**config.mk**
```make
export PLATFORM = sky130hd
export DESIGN_NAME = wb_source_select_reg
export DESIGN_NICKNAME = d
export VERILOG_FILES = /design/src/rtl/datapath_pkg.sv /design/src/rtl/wb_source_mux.sv /design/src/rtl/wb_source_select_reg.sv
export SDC_FILE = /design/constraint.sdc
export NUM_CORES = 1
export LEC_CHECK = 0
export ABC_AREA = 1
export BUFFER_PORTS_ARGS = -buffer_cell sky130_fd_sc_hd__buf_2
export CORE_AREA = 2 2 149 151
export CTS_CLUSTER_SIZE = 12
export DETAILED_ROUTE_END_ITERATION = 10
export DIE_AREA = 0 0 151 153
export PLACE_DENSITY = 0.48
export SLEW_MARGIN = 20
export SYNTH_ARGS = -nofsm -noshare
export SYNTH_HDL_FRONTEND = slang
export SYNTH_SLANG_ARGS = --single-unit
export TNS_END_PERCENT = 10
```
**constraint.sdc**
```tcl
create_clock -name clk -period 3.2 [get_ports clk]
set_input_delay 0.16 -clock clk [delete_from_list [all_inputs] [get_ports clk]]
set_output_delay 0.16 -clock clk [all_outputs]
set_load 0.03 [all_outputs]
```
**src/rtl/datapath_pkg.sv**
```systemverilog
// Shared datapath definitions: write-back select codes, default widths and the
// constant returned on the dedicated constant select code.
package datapath_pkg;

  localparam int DP_WIDTH     = 32;
  localparam int DP_CONST_VAL = 227;

  // Write-back source select codes of the multicycle MIPS datapath
  localparam int SRC_ALUOUT = 0;
  localparam int SRC_SLS    = 1;
  localparam int SRC_LO     = 2;
  localparam int SRC_HI     = 3;
  localparam int SRC_SHIFT  = 4;
  localparam int SRC_LT     = 5;
  localparam int SRC_SEXT   = 6;
  localparam int SRC_SHL16  = 7;
  localparam int SRC_REGA   = 8;
  localparam int SRC_REGB   = 9;
  localparam int SRC_CONST  = 10;

  localparam int DP_N_SRC   = SRC_CONST;
  localparam int DP_SEL_W   = 4;
  localparam int DP_CNT_W   = 16;

  typedef enum logic {
    ST_EMPTY = 1'b0,
    ST_FULL  = 1'b1
  } wb_state_t;

endpackage

```
**src/rtl/wb_source_mux.sv**
```systemverilog
// Combinational indexed select over N_SRC flattened sources plus one constant
// code; any code above the constant code yields zero and raises o_illegal.
module wb_source_mux #(
  parameter int WIDTH     = 32,
  parameter int N_SRC     = 10,
  parameter int SEL_W     = 4,
  parameter int CONST_VAL = 227
) (
  input  logic [N_SRC*WIDTH-1:0] src_data,
  input  logic [SEL_W-1:0]       sel,
  output logic [WIDTH-1:0]       o_data,
  output logic                   o_illegal
);

  localparam logic [SEL_W-1:0] LP_CONST_SEL = SEL_W'(N_SRC);
  localparam logic [WIDTH-1:0] LP_CONST     = WIDTH'(CONST_VAL);

  // Zero default keeps the output defined for every select value
  always_comb begin
    o_data    = '0;
    o_illegal = 1'b0;
    for (int i = 0; i < N_SRC; i++) begin
      if (sel == SEL_W'(i)) begin
        o_data = src_data[i*WIDTH +: WIDTH];
      end
    end
    if (sel == LP_CONST_SEL) begin
      o_data = LP_CONST;
    end
    if (sel > LP_CONST_SEL) begin
      o_illegal = 1'b1;
    end
  end

endmodule

```
**src/rtl/wb_source_select_reg.sv**
```systemverilog
// Registered write-back source select: one-deep output register with
// valid/ready on both sides, flush, sticky illegal-select flag and transfer count.
module wb_source_select_reg
  import datapath_pkg::*;
#(
  parameter int WIDTH     = DP_WIDTH,
  parameter int N_SRC     = DP_N_SRC,
  parameter int SEL_W     = DP_SEL_W,
  parameter int CONST_VAL = DP_CONST_VAL,
  parameter int CNT_W     = DP_CNT_W
) (
  input  logic                   clk,
  input  logic                   reset,
  input  logic [N_SRC*WIDTH-1:0] src_data,
  input  logic [SEL_W-1:0]       sel,
  input  logic                   in_valid,
  output logic                   in_ready,
  input  logic                   flush,
  output logic [WIDTH-1:0]       out_data,
  output logic [SEL_W-1:0]       out_sel,
  output logic                   out_valid,
  input  logic                   out_ready,
  output logic                   sel_err,
  output logic [CNT_W-1:0]       xfer_count
);

  wb_state_t         r_state;
  logic [WIDTH-1:0]  r_out_data;
  logic [SEL_W-1:0]  r_out_sel;
  logic              r_sel_err;
  logic [CNT_W-1:0]  r_xfer_count;

  logic [WIDTH-1:0]  w_mux_data;
  logic              w_mux_illegal;
  logic              w_full;
  logic              w_in_ready;
  logic              w_drain;
  logic              w_capture;

  wb_source_mux #(
    .WIDTH     (WIDTH),
    .N_SRC     (N_SRC),
    .SEL_W     (SEL_W),
    .CONST_VAL (CONST_VAL)
  ) u_mux (
    .src_data  (src_data),
    .sel       (sel),
    .o_data    (w_mux_data),
    .o_illegal (w_mux_illegal)
  );

  // A full register accepts new data only in the cycle it is being drained
  assign w_full     = (r_state == ST_FULL);
  assign w_in_ready = !w_full || out_ready;
  assign w_drain    = w_full && out_ready;
  assign w_capture  = in_valid && w_in_ready;

  // Flush wins over drain and capture; sel_err survives everything but reset
  always_ff @(posedge clk) begin
    if (!reset) begin
      r_state      <= ST_EMPTY;
      r_out_data   <= '0;
      r_out_sel    <= '0;
      r_sel_err    <= 1'b0;
      r_xfer_count <= '0;
    end else if (flush) begin
      r_state <= ST_EMPTY;
    end else begin
      if (w_drain) begin
        r_xfer_count <= r_xfer_count + CNT_W'(1);
      end
      if (w_capture) begin
        r_out_data <= w_mux_data;
        r_out_sel  <= sel;
        r_state    <= ST_FULL;
        if (w_mux_illegal) begin
          r_sel_err <= 1'b1;
        end
      end else if (w_drain) begin
        r_state <= ST_EMPTY;
      end
    end
  end

  assign in_ready   = w_in_ready;
  assign out_valid  = w_full;
  assign out_data   = r_out_data;
  assign out_sel    = r_out_sel;
  assign sel_err    = r_sel_err;
  assign xfer_count = r_xfer_count;

endmodule

```
==> out/metrics.yaml <==
cells_and_area:
  nFillCells: 2503
  drive_above_1_share_pct: 35.18
  final_area_sq_um: 7107
  nets: 1594
  area_growth_pct: 49.75
  regArea_sq_um: 1081
  final_cells: 1553
  layout_commonest_cell: "buf_2"
  final_cell_mix: "383 x buf_2, 342 x nand2_1, 142 x nor2_1"
  utilization_pct: 33.08
  multi_input_area_sq_um: 3183
yosys:
  netlist_area_sq_um: 4746
  synthSimpleGateAreaFrac_pct: 52.83
  seq_area_frac_synth_pct: 22.78
  syn_nets: 1234
  synth_xor_area_share_pct: 0.5537
  yosysWarnings: 0
  synth_top_family_by_area: "simple AND/OR/NAND/NOR gates"
  synthMuxAreaShare_pct: 0
  synth_compound_area_share_pct: 13.05
  avgSynthCellArea_sq_um: 5.250
  synth.distinct_cells: 31
  synth_cells: 904
  synthAdderAreaFrac_pct: 0.2636
  ys_ff_latch: 54
routing:
  vias: 7061
  dr.pass1.iters: 4
  viasPerCell: 4.547
  top_layer: "met5"
  wl_met1_um: 11090
  drtAntennaViolNets: 0
  drc: 0
  met2WireLength_um: 13590
  first_iter_violations: 348
  post_drt_wl_per_cell_um: 17.89
  routed_wirelength_um: 27780
  wl_met3_um: 2167
global_routing:
  grt_usage_pct: 23.25
  grt_max_degree: 32
  globalRouteOverflowTotal: 0
  grt_pass1_wl_um: 40370
  antenna_found_initial: 9
  grt_pass1_vias: 7018
timing:
  setup_tns_ps: 0
  fmax_mhz: 509.0
  period_needed_ps: 1965
  hold_viol: 0
  drv_slew: 0
  worstMarginPinSlew_ps: 878.6
  grt_setup_unrepaired: "no"
  hold_slack_ps: 63.25
  max_slew_margin_pct: 41.36
  timing.final.crit_share_pct: 61.39
  clock_skew_ps: 4.058
  finalSetupViolations: 0
clocking:
  cts_tree: "yes"
  ctsHoldBuffers: 0
  clock_latency_ps: 310
  ctsResizeCount: 0
  cts_sinks: 54
  clk_path_buf_depth: 2
  htreeDepth: 2
  cts_buffers: 5
  clkSlewWorstSetupHoldPaths_ps: 80
  cts-root-buf: "clkbuf_16"
  cts_setup_buffers: 0
pwr:
  vdd_drop_max_mv: 0.2036
  p_leak_nw: 3.853
  p_per_area_nw_per_um2: 273.7
floorplan:
  die-area_sq_um: 23100
  placementRows: 54
  coreArea_sq_um: 21490
  die_h_um: 153
  io_pins: 384
  initial_core_util_pct: 22.09
  die_x_um: 151
hold_path:
  holdCritPathClass: "in2reg"
critical_path:
  crit_arrival_ps: 2210
  crit_buf_inv: 4
  crit_required_ps: 3440
  cp_max_fo: 27
  critPathMaxStageDelay_ps: 330
  path_class: "reg2reg"
  crit_family: "buffers and inverters"
  crit_chain: "inv_1, nor2_1, nor3_2, buf_4, inv_2, a21oi_2, inv_2, nor2_1, nand2_1, a21oi_1"
  cp_slowest_cell: "dfxtp_1"
  crit_path_end_kind: "flip-flop"
  cp-start-kind: "flip-flop"
placement:
  post_dp_cell_area_sq_um: 6933
  dp_cells: 1537
  gp_congestion: 0.9055
  hpwl_um: 22970
  portBuffers: 383
flow_run:
  maxCapViolations: 0
status:
  outcome: "completed"
## layer usage
metal / vias up / GRT usage, %
li1: 3563 / -
met1: 3163 / 26.88
met2: 285 / 41.04
met3: 46 / 5.284
met4: 4 / 9.346
met5: - / 0
## synth_stat cells
library cell / count / share of area (%)
o21ai_1: 5 / 0.53
buf_1: 3 / 0.24
nor2_4: 1 / 0.24
a211oi_1: 1 / 0.16
nand4_1: 31 / 4.1
inv_2: 6 / 0.47
nand3b_1: 1 / 0.16
xnor2_1: 1 / 0.18
buf_4: 3 / 0.47
nor3_2: 1 / 0.21
nand2_1: 342 / 27
inv_1: 72 / 5.7
nor3_1: 2 / 0.21
o21ba_2: 2 / 0.42
buf_6: 1 / 0.24
nor2_2: 7 / 0.92
dfxtp_1: 54 / 23
xor2_1: 2 / 0.37
o21ai_0: 16 / 1.7
nor2_1: 145 / 11
clkbuf_1: 22 / 1.7
nand2_2: 1 / 0.13
o21a_1: 1 / 0.16
a21oi_1: 94 / 9.9
clkinv_1: 1 / 0.079
or2_2: 18 / 2.4
a21oi_2: 1 / 0.18
ha_1: 1 / 0.26
or2_0: 11 / 1.5
buf_2: 15 / 1.6
nand3_1: 43 / 4.5
## stage by stage
step,worst slack [ps],total power [mW]
detailed placement,1019,1.356
global route,1051,2.056
CTS,1192,1.973
floorplan,1423,1.000
finish,1235,1.945
global placement,1022,1.357
## power by group
group	internal (mW)	switching [mW]	total (mW)
registers	0.696	0.0139	0.710
clock network	0.301	0.314	0.615
logic	0.255	0.365	0.620
## worst paths after layout
check | startpoint | to | slack [ps] | depth (start not counted)
max | out_valid | out_data[10] | 1240 | 10
max reg2reg | out_valid | out_data[10] | 1240 | 10
min reg2reg | out_data[4] | out_data[4] | 470 | 2
min | flush | out_valid | 60 | 2
## state kept, by name, indices dropped and copies added (netlist names)
signal and count:
out_valid 1, sel_err 1, out_data 32, xfer_count 16, out_sel 4
## final cells by class
cell class,instances,share of cell area (%)
Multi-Input combinational cell,727,44.79
Timing Repair Buffer,397,28.45
Sequential cell,54,15.21
Tap cell,280,4.930
Inverter,79,4.173
Clock buffer,5,1.761
Clock inverter,3,0.4049
Antenna cell,8,0.2817
## kinds of logic (layout without fill, tap and decap cells)
kind of cell,after synthesis,count (layout)
simple gates,603,603
flops,54,54
fa+ha+maj,1,1
compound gates,120,120
other cells,0,8
xor+xnor,3,3
buf+inv,123,484
(Power assumes the default switching activity.)
